**config.mk**
```make
export PLATFORM = sky130hd
export DESIGN_NAME = cond_exec_stage
export DESIGN_NICKNAME = d
export VERILOG_FILES = /design/src/rtl/cond_pkg.sv /design/src/rtl/cond_check.sv /design/src/rtl/cond_exec_stage.sv
export SDC_FILE = /design/constraint.sdc
export NUM_CORES = 1
export LEC_CHECK = 0
export CAP_MARGIN = 40
export CORE_MARGIN = 2
export CORE_UTILIZATION = 52
export DETAILED_ROUTE_END_ITERATION = 6
export PLACE_DENSITY_LB_ADDON = 0.2
export SYNTH_ARGS = -nofsm -noshare
export SYNTH_HDL_FRONTEND = slang
export SYNTH_HIERARCHICAL = 1
export SYNTH_SLANG_ARGS = --single-unit
```
**constraint.sdc**
```tcl
create_clock -name clk -period 4.95 [get_ports clk]
set_input_delay 0.495 -clock clk [delete_from_list [all_inputs] [get_ports clk]]
set_output_delay 0.495 -clock clk [all_outputs]
set_load 0.01 [all_outputs]
```
**src/rtl/cond_pkg.sv**
```systemverilog
// Shared definitions for the execute-side condition logic:
// ARM condition codes, NZCV bit positions and the decoder control bundle.
package cond_pkg;

    localparam logic [3:0] COND_EQ = 4'h0;
    localparam logic [3:0] COND_NE = 4'h1;
    localparam logic [3:0] COND_CS = 4'h2;
    localparam logic [3:0] COND_CC = 4'h3;
    localparam logic [3:0] COND_MI = 4'h4;
    localparam logic [3:0] COND_PL = 4'h5;
    localparam logic [3:0] COND_VS = 4'h6;
    localparam logic [3:0] COND_VC = 4'h7;
    localparam logic [3:0] COND_HI = 4'h8;
    localparam logic [3:0] COND_LS = 4'h9;
    localparam logic [3:0] COND_GE = 4'hA;
    localparam logic [3:0] COND_LT = 4'hB;
    localparam logic [3:0] COND_GT = 4'hC;
    localparam logic [3:0] COND_LE = 4'hD;
    localparam logic [3:0] COND_AL = 4'hE;
    localparam logic [3:0] COND_NV = 4'hF;

    localparam int unsigned FLAG_N = 3;
    localparam int unsigned FLAG_Z = 2;
    localparam int unsigned FLAG_C = 1;
    localparam int unsigned FLAG_V = 0;

    // Control bundle carried from decode into execute.
    typedef struct packed {
        logic [3:0] cond;
        logic [1:0] flagw;
        logic       pcs;
        logic       regw;
        logic       memw;
        logic       memtoreg;
        logic       alusrc;
        logic       nowrite;
        logic       movinstr;
        logic       link;
        logic [1:0] alucontrol;
    } ctrl_t;

endpackage

```
**src/rtl/cond_check.sv**
```systemverilog
// Combinational ARM condition evaluation.
//   cond    : 4-bit condition field
//   flags   : current {N,Z,C,V}
//   cond_ex : 1 when the instruction should execute
module cond_check
    import cond_pkg::*;
(
    input  logic [3:0] cond,
    input  logic [3:0] flags,
    output logic       cond_ex
);

    logic n, z, c, v;

    assign n = flags[FLAG_N];
    assign z = flags[FLAG_Z];
    assign c = flags[FLAG_C];
    assign v = flags[FLAG_V];

    // Condition table; COND_NV never executes.
    always_comb begin
        cond_ex = 1'b0;
        case (cond)
            COND_EQ: cond_ex = z;
            COND_NE: cond_ex = !z;
            COND_CS: cond_ex = c;
            COND_CC: cond_ex = !c;
            COND_MI: cond_ex = n;
            COND_PL: cond_ex = !n;
            COND_VS: cond_ex = v;
            COND_VC: cond_ex = !v;
            COND_HI: cond_ex = c & !z;
            COND_LS: cond_ex = !c | z;
            COND_GE: cond_ex = (n == v);
            COND_LT: cond_ex = (n != v);
            COND_GT: cond_ex = !z & (n == v);
            COND_LE: cond_ex = z | (n != v);
            COND_AL: cond_ex = 1'b1;
            default: cond_ex = 1'b0;
        endcase
    end

endmodule

```
**src/rtl/cond_exec_stage.sv**
```systemverilog
// Execute-stage control register, NZCV flag register and condition-gated enables.
//   clk, reset_n        : clock, async active-low reset
//   stall, flush        : hold / bubble the execute register (flush wins)
//   d_*                 : decoder control bundle
//   alu_flags           : {N,Z,C,V} from the execute ALU
//   e_*                 : registered controls for the execute datapath
//   cond_ex             : condition result for the instruction in execute
//   reg_write .. link_write : condition-gated write enables
//   flags               : architectural {N,Z,C,V}
//   exec_count          : instructions that passed their condition
module cond_exec_stage
    import cond_pkg::*;
#(
    parameter int unsigned CNT_W = 32
) (
    input  logic             clk,
    input  logic             reset_n,
    input  logic             stall,
    input  logic             flush,
    input  logic             d_valid,
    input  logic [3:0]       d_cond,
    input  logic [1:0]       d_flagw,
    input  logic             d_pcs,
    input  logic             d_regw,
    input  logic             d_memw,
    input  logic             d_memtoreg,
    input  logic             d_alusrc,
    input  logic             d_nowrite,
    input  logic             d_movinstr,
    input  logic             d_link,
    input  logic [1:0]       d_alucontrol,
    input  logic [3:0]       alu_flags,
    output logic             e_valid,
    output logic [1:0]       e_alucontrol,
    output logic             e_alusrc,
    output logic             e_memtoreg,
    output logic             e_movinstr,
    output logic             cond_ex,
    output logic             reg_write,
    output logic             mem_write,
    output logic             pc_src,
    output logic             link_write,
    output logic [3:0]       flags,
    output logic [CNT_W-1:0] exec_count
);

    ctrl_t d_ctrl_c;
    ctrl_t e_ctrl;
    logic  pass_c;
    logic  complete_c;

    assign d_ctrl_c = '{
        cond:       d_cond,
        flagw:      d_flagw,
        pcs:        d_pcs,
        regw:       d_regw,
        memw:       d_memw,
        memtoreg:   d_memtoreg,
        alusrc:     d_alusrc,
        nowrite:    d_nowrite,
        movinstr:   d_movinstr,
        link:       d_link,
        alucontrol: d_alucontrol
    };

    // Execute pipeline register: flush > stall > load.
    always_ff @(posedge clk or negedge reset_n) begin
        if (!reset_n) begin
            e_valid <= 1'b0;
            e_ctrl  <= '0;
        end else if (flush) begin
            e_valid <= 1'b0;
            e_ctrl  <= '0;
        end else if (!stall) begin
            e_valid <= d_valid;
            e_ctrl  <= d_ctrl_c;
        end
    end

    cond_check u_cond_check (
        .cond    (e_ctrl.cond),
        .flags   (flags),
        .cond_ex (cond_ex)
    );

    assign pass_c = e_valid & cond_ex;

    // A held instruction must not retire, otherwise it would re-evaluate
    // against flags it already wrote. Flush does not cancel the instruction
    // already in execute.
    assign complete_c = pass_c & !stall;

    // Flag register and retired-instruction counter.
    always_ff @(posedge clk or negedge reset_n) begin
        if (!reset_n) begin
            flags      <= 4'b0000;
            exec_count <= '0;
        end else if (complete_c) begin
            if (e_ctrl.flagw[1]) begin
                flags[FLAG_N] <= alu_flags[FLAG_N];
                flags[FLAG_Z] <= alu_flags[FLAG_Z];
            end
            if (e_ctrl.flagw[0]) begin
                flags[FLAG_C] <= alu_flags[FLAG_C];
                flags[FLAG_V] <= alu_flags[FLAG_V];
            end
            exec_count <= exec_count + CNT_W'(1);
        end
    end

    assign e_alucontrol = e_ctrl.alucontrol;
    assign e_alusrc     = e_ctrl.alusrc;
    assign e_memtoreg   = e_ctrl.memtoreg;
    assign e_movinstr   = e_ctrl.movinstr;

    assign reg_write  = pass_c & e_ctrl.regw & !e_ctrl.nowrite;
    assign mem_write  = pass_c & e_ctrl.memw;
    assign pc_src     = pass_c & e_ctrl.pcs;
    assign link_write = pass_c & e_ctrl.link;

endmodule

```
==> results.md <==
* Status: finished clean
* Vias in the first global route at 1809
* Class of the worst hold path: primary input to asynchronous set/reset pin
* Internal power at 0.000644 W
* Most common cell after layout, fill and taps aside: clkdlybuf4s50_1
* CTS tree: built
* Final setup TNS at 0 ns
* Die footprint at 5580 um2
* Most used cell, CP: a211o_1
* Pleak at 1.59 nW
* Antenna violations before repair at 0
* Post-CTS Setup Inserts at 0
* MaxCap Viol Count at 0
* Synth Register Bits at 53
* Hold WS at 0.285 ns
* GRT Overall Usage at 21.3%
* Chip Width at 74.7 um
* Post-synth EDFFs at 0
* Unrepaired setup endpoints after global routing: false
* Setup Skew at 0.0114 ns
* Final Instance Count excl. Fillers at 362
* Final Hold Fails at 0
* Clk_lat worst skew at 0.31 ns
* Crit start category: flop
* CTS root buf: clkbuf_8
* Post-synthesis sequential area ratio at 51.0%
* Routability cong. at 0.785
* CTS Buf Count at 5
* H-tree levels at 2
* Post-Route WL at 5470 um
* Syn Nets at 250
* Via count at 1938
* Worst path slowest cell: clkdlybuf4s50_1
* Clk pwr share at 29.5%
* Worst VDD drop at 0.000139 V
* Rows at 25
* Max Root-Sink Buffers at 2
* Yosys cell types at 40
* Port Buffers at 71
* CP Max Fanout at 9
* Ys flop type: dfrtp_1
* Most frequent cells in the layout: clkdlybuf4s50_1 (70), dfrtp_1 (53), xnor2_1 (25), nor2_1 (22), mux2i_1 (17)
* Core area at 4790 um2
* Antenna cells at 0
* Initial cell density of the core at 54.3%
* Net total in the final layout at 320
* Final setup vio count at 0
* Top delay family on crit path: simple AND/OR/NAND/NOR gates
* IO Pins at 72
* Crit path arrival time at 2.66 ns
* Total power at 0.000877 W
* Iter 0 DRT Violations at 122
* Largest net degree at the start of global routing at 54
* Synthesized area at 2600 um2
* Critical-path cell list: or2b_1, o31ai_1, a211o_1, a211o_1, nand2_2, nor3b_1, clkdlybuf4s50_1
* Mean Syn Cell Area at 11.6 um2
* Tightest Pin Transition at 0.672 ns
* Cell depth of the worst flop-to-flop path at 8
* Synth area leader: dfrtp_1
* First-pass GRT wire length at 8880 um
* Area Growth Syn to Fin at 32.5%
* Vias per cell at 5.35
* Sequential share of power at 55.4%
* Cells after Synth at 224
* Avg WL per Cell at 15.1 um
* Post-cts gate resize count at 0
* Post-DP HPWL at 3840 um
* Share of the synthesized area in the top cell type at 51.0%
* # fillers at 367
* Buf+Inv Stages, Crit Path at 1
* Cell Count Post-Placement at 354
* CTS sink count at 53
* Fmax at 317 MHz
* Count of final max-slew check failures at 0
* Multi-input logic area at 1210 um2
* WS Path Type: flop to output pin
* Post-route ant nets at 0
* CP max stage delay at 0.58 ns
* DRC violations left at 0
* YS warnings at 6
* Minimum clock period after layout at 3.16 ns
* Hold_buf cts at 0
* Crit path capture type: output pin
* 1st-pass router iterations at 4
* Seq. cell area at 1330 um2
* Overflow after GRT at 0
* Clk slew on worst S/H paths at 0.10 ns
* Synth async-reset ratio at 100%
* Post-route core utilization at 71.9%
* Layout cells sized above 1 at 9.15%
* PwrDens at 255 nW/um2
* Die H at 74.7 um
* CP required at 4.45 ns
* Max_slew headroom at 55.2%
* Period utilization at 63.8%
* Top cells by area, synth: dfrtp_1 (51%), xnor2_1 (8.4%), mux2i_1 (6.5%), nor2_1 (3.2%), and3_1 (3.1%)
* NetSw at 0.000233 W
* Comb pwr share at 15.1%
* CP Depth at 7
* Sw Share at 26.6%
## per-stage QoR
stage                     setup WS, ns  area [um2]
after floorplan                   2.57        2600
after global placement            2.23        3350
after detailed placement          2.16        3350
after CTS                         1.78        3440
after global routing              1.59        3440
final                             1.79        3440
## cells by family (layout without fill, tap and decap cells)
group | count (synthesis) | after routing | synth area share [%]
fa+ha+maj | 1 | 1 | 0.481
buf+inv | 11 | 82 | 2.36
mux | 23 | 23 | 9.29
simple gates | 92 | 92 | 22.4
compound gates | 11 | 11 | 2.99
flops | 53 | 53 | 51.0
xor+xnor | 33 | 33 | 11.4
## area by class of cell
cell class                      instances  share of cell area [%]
Clock buffer                            6                    2.40
Inverter                                1                   0.109
Clock inverter                          2                   0.400
Multi-Input combinational cell        160                    35.2
Tap cell                               67                    2.44
Timing Repair Buffer                   73                    20.9
Sequential cell                        53                    38.5
## flip-flops by register name (all words and copies together) (netlist names)
register      flops
flags             4
e_valid           1
exec_count       32
e_memtoreg        1
e_ctrl           11
e_movinstr        1
e_alusrc          1
e_alucontrol      2
## final timing paths
| path | end | slack [ns] | startpoint |
|---|---|---|---|
| min in group clk | exec_count[31]$_DFFE_PN0P_ | 0.48 | exec_count[31]$_DFFE_PN0P_ |
| worst max register to register | exec_count[26]$_DFFE_PN0P_ | 2.38 | e_ctrl[14]$_DFFE_PN0P_ |
| worst min register to register | exec_count[31]$_DFFE_PN0P_ | 0.48 | exec_count[31]$_DFFE_PN0P_ |
| worst max-delay path | reg_write | 1.79 | e_ctrl[14]$_DFFE_PN0P_ |
| max in group asynchronous | exec_count[6]$_DFFE_PN0P_ | 4.20 | reset_n |
| worst min-delay path | e_valid$_DFFE_PN0P_ | 0.29 | reset_n |
## cells in the mapped netlist, drive strengths merged (3+ instances only)
master / instances
and3: 13
nor3: 3
xnor2: 26
mux2i: 17
nor2: 22
xor2: 7
a21oi: 3
nand3: 16
dfrtp: 53
buf: 8
mux2: 6
nand4: 12
nor4: 5
nand2: 10
## routing by layer
layer | up-vias | share of wire, % | GRT usage, % | wire length, um
met4 | 0 | 1.3 | 6.55 | 69
met2 | 54 | 47 | 32.5 | 2590
met5 | - | 0 | 0 | 0
li1 | 934 | - | - | -
met1 | 944 | 47 | 30.6 | 2560
met3 | 6 | 4.7 | 4.95 | 256
## power groups by stage
stage                     Clock, W  Combinational [W]  Sequential, W
final                     0.000259           0.000132       0.000486
after CTS                 0.000262           0.000134       0.000486
after floorplan                  0          0.0000589       0.000494
after detailed placement         0           0.000133       0.000494
after global placement           0           0.000131       0.000493
after global routing      0.000277           0.000145       0.000490
No activity file was read; power rests on OpenSTA's default activity.
